### src/rtl/regfile_wb_scheduler.sv
// Register-file write-port scheduler: arbitrates pipeline writeback against
// buffered mul/div results and stalls decode on hazards against them.
//
// Ports:
//   clk, reset          clock; synchronous active-high reset
//   wb_valid/rd/data    pipeline writeback request
//   wb_hold             pipeline must hold its WB stage this cycle
//   md_issue/issue_rd   decode issued a mul/div op targeting issue_rd
//   md_valid/rd/data    mul/div result handshake (md_ready = FIFO not full)
//   dec_rs1/rs2/rd      decode operands checked against the busy scoreboard
//   dec_stall           decode hazard against an outstanding mul/div rd
//   RegWrite/Rd/...     registered write port to Reg_File
module regfile_wb_scheduler #(
  parameter int XLEN         = 32,
  parameter int STARVE_LIMIT = 4
) (
  input  logic            clk,
  input  logic            reset,
  input  logic            wb_valid,
  input  logic [4:0]      wb_rd,
  input  logic [XLEN-1:0] wb_data,
  output logic            wb_hold,
  input  logic            md_issue,
  input  logic [4:0]      md_issue_rd,
  input  logic            md_valid,
  input  logic [4:0]      md_rd,
  input  logic [XLEN-1:0] md_data,
  output logic            md_ready,
  input  logic [4:0]      dec_rs1,
  input  logic [4:0]      dec_rs2,
  input  logic [4:0]      dec_rd,
  output logic            dec_stall,
  output logic            RegWrite,
  output logic [4:0]      Rd,
  output logic [XLEN-1:0] Write_data
);

  localparam int SW = $clog2(STARVE_LIMIT) + 1;
  localparam logic [SW-1:0] STARVE_MAX = SW'(STARVE_LIMIT - 1);

  logic [4:0]      q_rd   [2];
  logic [XLEN-1:0] q_data [2];
  logic            head;
  logic            tail;
  logic [1:0]      count;

  logic            empty;
  logic            full;
  logic            push;
  logic            pop;
  logic            wb_req;
  logic            grant_wb;
  logic            starve_fire;
  logic [SW-1:0]   starve;
  logic [31:0]     busy;
  logic [31:0]     busy_set;
  logic [31:0]     busy_clr;
  logic [4:0]      head_rd;
  logic [XLEN-1:0] head_data;

  assign empty     = (count == 2'd0);
  assign full      = (count == 2'd2);
  assign md_ready  = !full;
  // rd==0 results complete the handshake but are never buffered
  assign push      = md_valid && !full && (md_rd != 5'd0);
  assign wb_req    = wb_valid && (wb_rd != 5'd0);
  assign head_rd   = q_rd[head];
  assign head_data = q_data[head];

  always_comb begin
    pop      = 1'b0;
    grant_wb = 1'b0;
    if (wb_hold) begin
      pop = !empty;
    end else if (wb_req) begin
      grant_wb = 1'b1;
    end else begin
      pop = !empty;
    end
  end

  assign starve_fire = !empty && !pop && (starve == STARVE_MAX);

  // set is ORed after clear so a same-cycle reissue keeps the bit
  assign busy_set = (md_issue && md_issue_rd != 5'd0)
                    ? (32'd1 << md_issue_rd) : 32'd0;
  assign busy_clr = pop ? (32'd1 << head_rd) : 32'd0;

  assign dec_stall = busy[dec_rs1] | busy[dec_rs2] | busy[dec_rd];

  always_ff @(posedge clk) begin
    if (push) begin
      q_rd[tail]   <= md_rd;
      q_data[tail] <= md_data;
    end
  end

  always_ff @(posedge clk) begin
    if (reset) begin
      head       <= 1'b0;
      tail       <= 1'b0;
      count      <= 2'd0;
      starve     <= '0;
      wb_hold    <= 1'b0;
      busy       <= 32'd0;
      RegWrite   <= 1'b0;
      Rd         <= 5'd0;
      Write_data <= '0;
    end else begin
      if (push) tail <= ~tail;
      if (pop)  head <= ~head;
      case ({push, pop})
        2'b10:   count <= count + 2'd1;
        2'b01:   count <= count - 2'd1;
        default: count <= count;
      endcase
      if (empty || pop || starve_fire) starve <= '0;
      else starve <= starve + SW'(1);
      wb_hold  <= starve_fire;
      busy     <= ((busy & ~busy_clr) | busy_set) & ~32'd1;
      RegWrite <= grant_wb | pop;
      if (grant_wb) begin
        Rd         <= wb_rd;
        Write_data <= wb_data;
      end else if (pop) begin
        Rd         <= head_rd;
        Write_data <= head_data;
      end
    end
  end

endmodule

### config.mk
export PLATFORM = sky130hd
export DESIGN_NAME = regfile_wb_scheduler
export DESIGN_NICKNAME = d
export VERILOG_FILES = /design/src/rtl/regfile_wb_scheduler.sv
export SDC_FILE = /design/constraint.sdc
export NUM_CORES = 1
export LEC_CHECK = 0
export ABC_AREA = 1
export CAP_MARGIN = 40
export CORE_MARGIN = 1
export CORE_UTILIZATION = 56
export CTS_CLUSTER_DIAMETER = 80
export DETAILED_ROUTE_END_ITERATION = 12
export HOLD_SLACK_MARGIN = 0.06
export PLACE_DENSITY = 0.88
export SLEW_MARGIN = 30
export SYNTH_ARGS = -nofsm -noshare
export SYNTH_HDL_FRONTEND = slang
export SYNTH_SLANG_ARGS = --single-unit
### constraint.sdc
create_clock -name clk -period 5 [get_ports clk]
set_clock_uncertainty 0.05 [all_clocks]
set_input_delay 0.5 -clock clk [delete_from_list [all_inputs] [get_ports clk]]
set_output_delay 0.5 -clock clk [all_outputs]
set_load 0.005 [all_outputs]
Word-level counts from Yosys, hierarchy flattened
Memory sizes are Yosys's and may differ from the RTL's. A register that Yosys moved wholly into a read port is not among the register bits.
Index checks and enable logic that the tools add are counted.
{"block": "totals", "wordCells": 73, "n_memories": 2, "output_inout_bits": 41, "in_bits": 99, "mem_bits_rw": 74, "regBits": 78}
{"memory": "q_data", "depth": 2, "word_bits": 32, "rd": 1, "rd_clocked_by_memory_dff": 1, "wr": 1, "line_no": "42", "source": "logic [XLEN-1:0] q_data [2];"}
{"memory": "q_rd", "depth": 2, "word_bits": 5, "rd": 1, "rd_clocked_by_memory_dff": 1, "wr": 1, "line_no": "41", "source": "logic [4:0] q_rd [2];"}
{"block": "op_classes", "muxes": 23, "n_reduce_logical": 18, "bitwise": 8, "n_lt_le_gt_ge": 3, "shift": 2, "eq_ne": 4, "addsub": 3}
{"operator": "2-to-1 mux 32 bit", "n": 4}
{"operator": "<< shifter 1 x 5 -> 32 bit, first input constant", "n": 2}
{"operator": "bitwise AND 32 bit", "n": 1}
{"operator": "NOT 32 bit", "n": 1}
{"operator": "bitwise OR 32 bit", "n": 1}
{"operator": "< comparator 5 x 6 -> 1 bit, second input constant", "n": 3}
{"operator": "binary-select mux 1 bit (select 5 bit)", "n": 3}
{"operator": "nonzero test 5 bit", "n": 3}
{"operator": "2-to-1 mux 1 bit", "n": 13}
{"operator": "2-to-1 mux 5 bit", "n": 2}
{"operator": "logical AND 1 bit", "n": 6}
{"operator": "equality test 2 bit, second input constant", "n": 2}
{"operator": "case mux 2 bit (2 select lines)", "n": 1}
{"operator": "nonzero test 2 bit", "n": 2}
{"operator": "adder 3 x 1 -> 3 bit, second input constant", "n": 1}
{"operator": "equality test 3 x 2 -> 1 bit, second input constant", "n": 1}
{"operator": "logical NOT 1 bit", "n": 3}
{"operator": "bitwise OR 1 bit", "n": 3}
{"operator": "adder 2 x 1 -> 2 bit, second input constant", "n": 1}
{"operator": "equality test 2 x 1 -> 1 bit, second input constant", "n": 1}
{"operator": "logical NOT 2 bit", "n": 1}
{"operator": "logical OR 1 bit", "n": 2}
{"operator": "NOT 1 bit", "n": 2}
{"operator": "OR reduction 2 bit", "n": 1}
{"operator": "subtractor 2 x 1 -> 2 bit, second input constant", "n": 1}

Logic depth before layout (Yosys ltp)
{"block": "depth", "ltp_word": 9, "mapped_depth": 11, "depth_no_buf": 11}

Least setup slack after synthesis
Ideal clock, no wire load.
{"block": "synth_timing", "path_kind": "input port to flip-flop", "startpoint": "input md_valid", "endpoint": "memory q_data[1][0] (enable)", "arrival_ns": 2.426, "setup_time_ns": 0.433, "required_time_ns": 4.517, "path_buffers": 0, "slack_ns": 2.092, "cell_stages": 3, "cell_sequence": "a21boi_0 > nand2_1 > nor2_1"}
{"block": "synth_via", "elab_chain_len": 4}
{"element": "start: declaration", "line_no": "25", "source": "input logic md_valid,"}
{"element": "logical AND 1 bit (2 in series)", "line_no": "65", "source": "assign push = md_valid && !full && (md_rd != 5'd0);"}
{"element": "2-to-1 mux 1 bit", "line_no": "92", "source": "if (push) begin"}
{"element": "2-to-1 mux 1 bit (not written as such)", "line_no": "94", "source": "q_data[tail] <= md_data;"}
{"element": "end: declaration", "line_no": "42"}
No other way between the ends.

Final worst setup path
{"block": "layout_timing", "startpoint": "input dec_rd[0]", "endpoint": "output dec_stall"}
{"block": "layout_via", "elab_chain_len": 3}
{"element": "start: declaration", "line_no": "31", "source": "input logic [4:0] dec_rd,"}
{"element": "binary-select mux 1 bit (select 5 bit)", "line_no": "89", "source": "assign dec_stall = busy[dec_rs1] | busy[dec_rs2] | busy[dec_rd];"}
{"element": "2-to-1 mux 1 bit (not written as such)", "line_no": "89"}
{"element": "bitwise OR 1 bit", "line_no": "89"}
{"element": "end: declaration", "line_no": "32", "source": "output logic dec_stall,"}
No other way between the ends. The select of a mux whose other input is x is not followed.

==> qor.log <==
qor: worst_setup_path.crit_path_top_delay_cell sky130_fd_sc_hd__clkdlybuf4s50_1
qor: timing.setup_viol 0
qor: clock_network.insertion_delay 0.43 ns
qor: synth.ys_warn_count 0
qor: floorplan.core_area 12200 um2
qor: clock_network.hold_buf_cts 0
qor: routing.drt-initial-drc-count 695
qor: timing.setup_tns 0 ns
qor: synth.netlist_instances 863
qor: floorplan.die_area 13100 um2
qor: timing.finalWorstSetupSlack 1.59 ns
qor: timing.worst_tran_pin_value 0.738 ns
qor: synth.number_of_distinct_standard_cells_referenced_by_the_synthesized_netlist 30
qor: grt.vias_in_the_first_global_route 6280
qor: synth.synth_largest_area_cell sky130_fd_sc_hd__edfxtp_1
qor: worst_setup_path.highest_fanout_seen_on_the_critical_path 21
qor: routing.routedWlPerCell 16.7 um
qor: synth.netlist_top_cells_area sky130_fd_sc_hd__edfxtp_1 (31%), sky130_fd_sc_hd__dfxtp_1 (22%), sky130_fd_sc_hd__nand2_1 (13%), sky130_fd_sc_hd__nand3_1 (13%), sky130_fd_sc_hd__o211ai_1 (3.7%)
qor: worst_setup_path.worst_ep_arrival_time 2.86 ns
qor: cells_and_area.antenna_cells_inserted 0
qor: synth.yosys.area.top_type_share 31.4%
qor: pwr.power.share.clock 35.7%
qor: worst_setup_path.worst-r2r-setup-slack 2.51 ns
qor: pwr.power.share.sequential 42.0%
qor: worst_setup_path.critical_path.n_buffers_inverters 3
qor: grt.track_usage 31.3%
qor: synth.syn-cell-area 7070 um2
qor: grt.grt_max_degree 42
qor: clock_network.tritoncts_num_sinks 152
qor: synth.post_synthesis_async_set_or_reset_flop_share 0%
qor: pwr.logic_pwr_share 22.3%
qor: worst_setup_path.worst_path_dominant_cell_family buffers and inverters
qor: synth.synth.ff_latch_count 152
qor: cells_and_area.filler_cell_count 888
qor: synth.post_synthesis_sequential_area_ratio 53.5%
qor: synth.syn_avg_cell_area 8.19 um2
qor: synth.edff_count_synth 74
qor: worst_hold_path.worst_hold_path_type reg -> reg
qor: pwr.total_switching_power 1.07 mW
qor: worst_setup_path.timing.setup.critical_path_class in -> out
qor: pwr.worst_ir_drop_vdd 0.334 mV
qor: cells_and_area.nNetsFinal 1079
qor: synth.synth.most_common_cell sky130_fd_sc_hd__nand2_1
qor: floorplan.start_util 58.1%
qor: grt.grt_pass1_wl 31200 um
qor: clock_network.cts-root-buf sky130_fd_sc_hd__clkbuf_16
qor: worst_setup_path.timing.critical_path.to_type output port
qor: floorplan.cell_row_count 40
qor: job.max_cap_viols 0
qor: worst_setup_path.path_cells clkdlybuf4s50_1, inv_1, nand2_1, nand3_1, nand3_1, nand3_1, nand3_1, nand2_1, nand3_1, clkdlybuf4s50_1
qor: placed_design.dp_worst_setup_slack 1.61 ns
qor: timing.max_clock_freq 0.294 GHz
qor: routing.drc 0
qor: cells_and_area.area_growth_syn_to_layout 29.5%
qor: clock_network.cts_tree done
qor: synth.yosys_most_used_dff sky130_fd_sc_hd__dfxtp_1
qor: pwr.power_per_cell_area 400 nW/um2
qor: synth.mapped_nets 965
qor: timing.timing.final.max_slew_violations 0
qor: worst_setup_path.type_of_origin_of_the_critical_path input port
qor: worst_setup_path.data_required_time_of_the_critical_path 4.45 ns
qor: clock_network.post-cts-setup-buffer-count 0
qor: timing.grt_setup_unrepaired no
qor: timing.timing.max_slew.rel_slack 50.7%
qor: cells_and_area.final_area 9150 um2
qor: pwr.power_leakage 3.57 nW
qor: floorplan.height_of_the_die 114 um
qor: grt.initial_antenna_violation_count 0
qor: pwr.power 3.66 mW
qor: outcome.status complete, no violations
qor: placed_design.count_of_input_and_output_buffers 139
qor: pwr.p_int 2.59 mW
qor: routing.detail-route-antenna-nets 0
qor: placed_design.hpwlAfterDp 12700 um
qor: routing.dr.pass1.iters 5
qor: cells_and_area.multi_input_comb_area 2830 um2
qor: placed_design.placed_cell_area 8550 um2
qor: placed_design.finalWeightedCongestion 0.908
qor: clock_network.clockBufferDepth 2
qor: clock_network.htreeDepth 4
qor: timing.fin_crit 3.41 ns
qor: floorplan.floorplan.io_pins 140
qor: timing.timing.final.crit_share 68.1%
qor: routing.detailroute.via_count 6593
qor: timing.whs 0.397 ns
qor: grt.gr-total-overflow 0
qor: routing.routed_wl 19400 um
qor: clock_network.path_clk_slew 0.06 ns
qor: routing.post_drt_via_cell_ratio 5.69
qor: worst_setup_path.crit_path_frequent_cell sky130_fd_sc_hd__nand3_1
qor: timing.hold_viol_final 0
qor: cells_and_area.layout-drive-gt1-share 6.06%
qor: pwr.power_switching_share 29.2%
qor: synth.synth_top_cells_by_count sky130_fd_sc_hd__nand2_1 (245), sky130_fd_sc_hd__nand3_1 (182), sky130_fd_sc_hd__dfxtp_1 (78), sky130_fd_sc_hd__edfxtp_1 (74), sky130_fd_sc_hd__inv_1 (57)
qor: cells_and_area.final-seq-area 3780 um2
qor: clock_network.numCtsBuffers 17
qor: floorplan.die_w 114 um
qor: worst_setup_path.crit_path_largest_cell_delay 0.89 ns
qor: clock_network.post_cts_resized 0
placed cells by master, fill, tap and decap left out, drive strengths merged, types with 3 or more instances in the layout:
| master | n |
|---|---|
| clkinv | 4 |
| a21oi | 37 |
| clkinvlp | 4 |
| nor3 | 5 |
| inv | 67 |
| nand3 | 182 |
| clkdlybuf4s50 | 139 |
| nor2 | 34 |
| o211ai | 35 |
| buf | 7 |
| o21ai | 38 |
| clkbuf | 18 |
| nand2 | 251 |
| edfxtp | 74 |
| dfxtp | 78 |
| bufinv | 3 |
| nor4 | 4 |
| ha | 3 |
final cells by class:
type                    count  area share, %
clock buffers              18           4.69
multi-input cells         596           30.9
repair buffers            146           16.2
inverters                  64           2.63
clock inverters            14           1.89
flip-flops and latches    152           41.3
well taps                 168           2.30
state kept, by name, summed over array words and instances (netlist names), named ones only:
| register | flops |
|---|---|
| busy | 31 |
| q_rd | 10 |
| RegWrite | 1 |
| starve | 3 |
| Write_data | 32 |
| head | 1 |
| q_data | 64 |
| tail | 1 |
| wb_hold | 1 |
| Rd | 5 |
| count | 2 |
power by group through the flow:
stage,sequential [mW],clock [mW],combinational (mW)
2_1_floorplan,1.56,0,0.445
3_3_place_gp,1.56,0,0.767
3_5_place_dp,1.56,0,0.804
4_1_cts,1.54,1.31,0.816
5_1_grt,1.55,1.37,0.896
6_report,1.54,1.31,0.815
routing by layer:
metal	GRT usage (%)	wire length, um	part of all wire [%]	vias to the layer above
met3	9.21	1960	10	49
met1	38.8	7630	39	3028
met4	13.3	517	2.7	0
met5	0	0	0	-
li1	-	-	-	3165
met2	51.1	9240	48	351
worst paths after layout:
kind | from | to | cells after the start
setup / recovery | dec_rd[0] | dec_stall | 10
hold / removal | starve[0] | starve[0] | 1
setup reg to reg | wb_hold | Write_data[18] | 8
hold reg to reg | starve[0] | starve[0] | 1
logic make-up (layout without fill, tap and decap cells):
logic type,after synthesis,after routing,share of synthesized area [%]
AO/OA/AOI/OAI,113,113,9.51
adder cells (fa/ha/maj),3,3,0.531
buffers and inverters,115,242,6.60
flip-flops,152,152,53.5
AND/OR/NAND/NOR,480,480,29.8
through the flow:
| step | utilization [%] | instances |
|---|---|---|
| finish | 75.2 | 1158 |
| global route | 75.2 | 1158 |
| CTS | 75.2 | 1158 |
| detailed placement | 70.3 | 1126 |
| global placement | 69.8 | 1124 |
| floorplan | - | 863 |
Power figures use the tool's default switching activity.
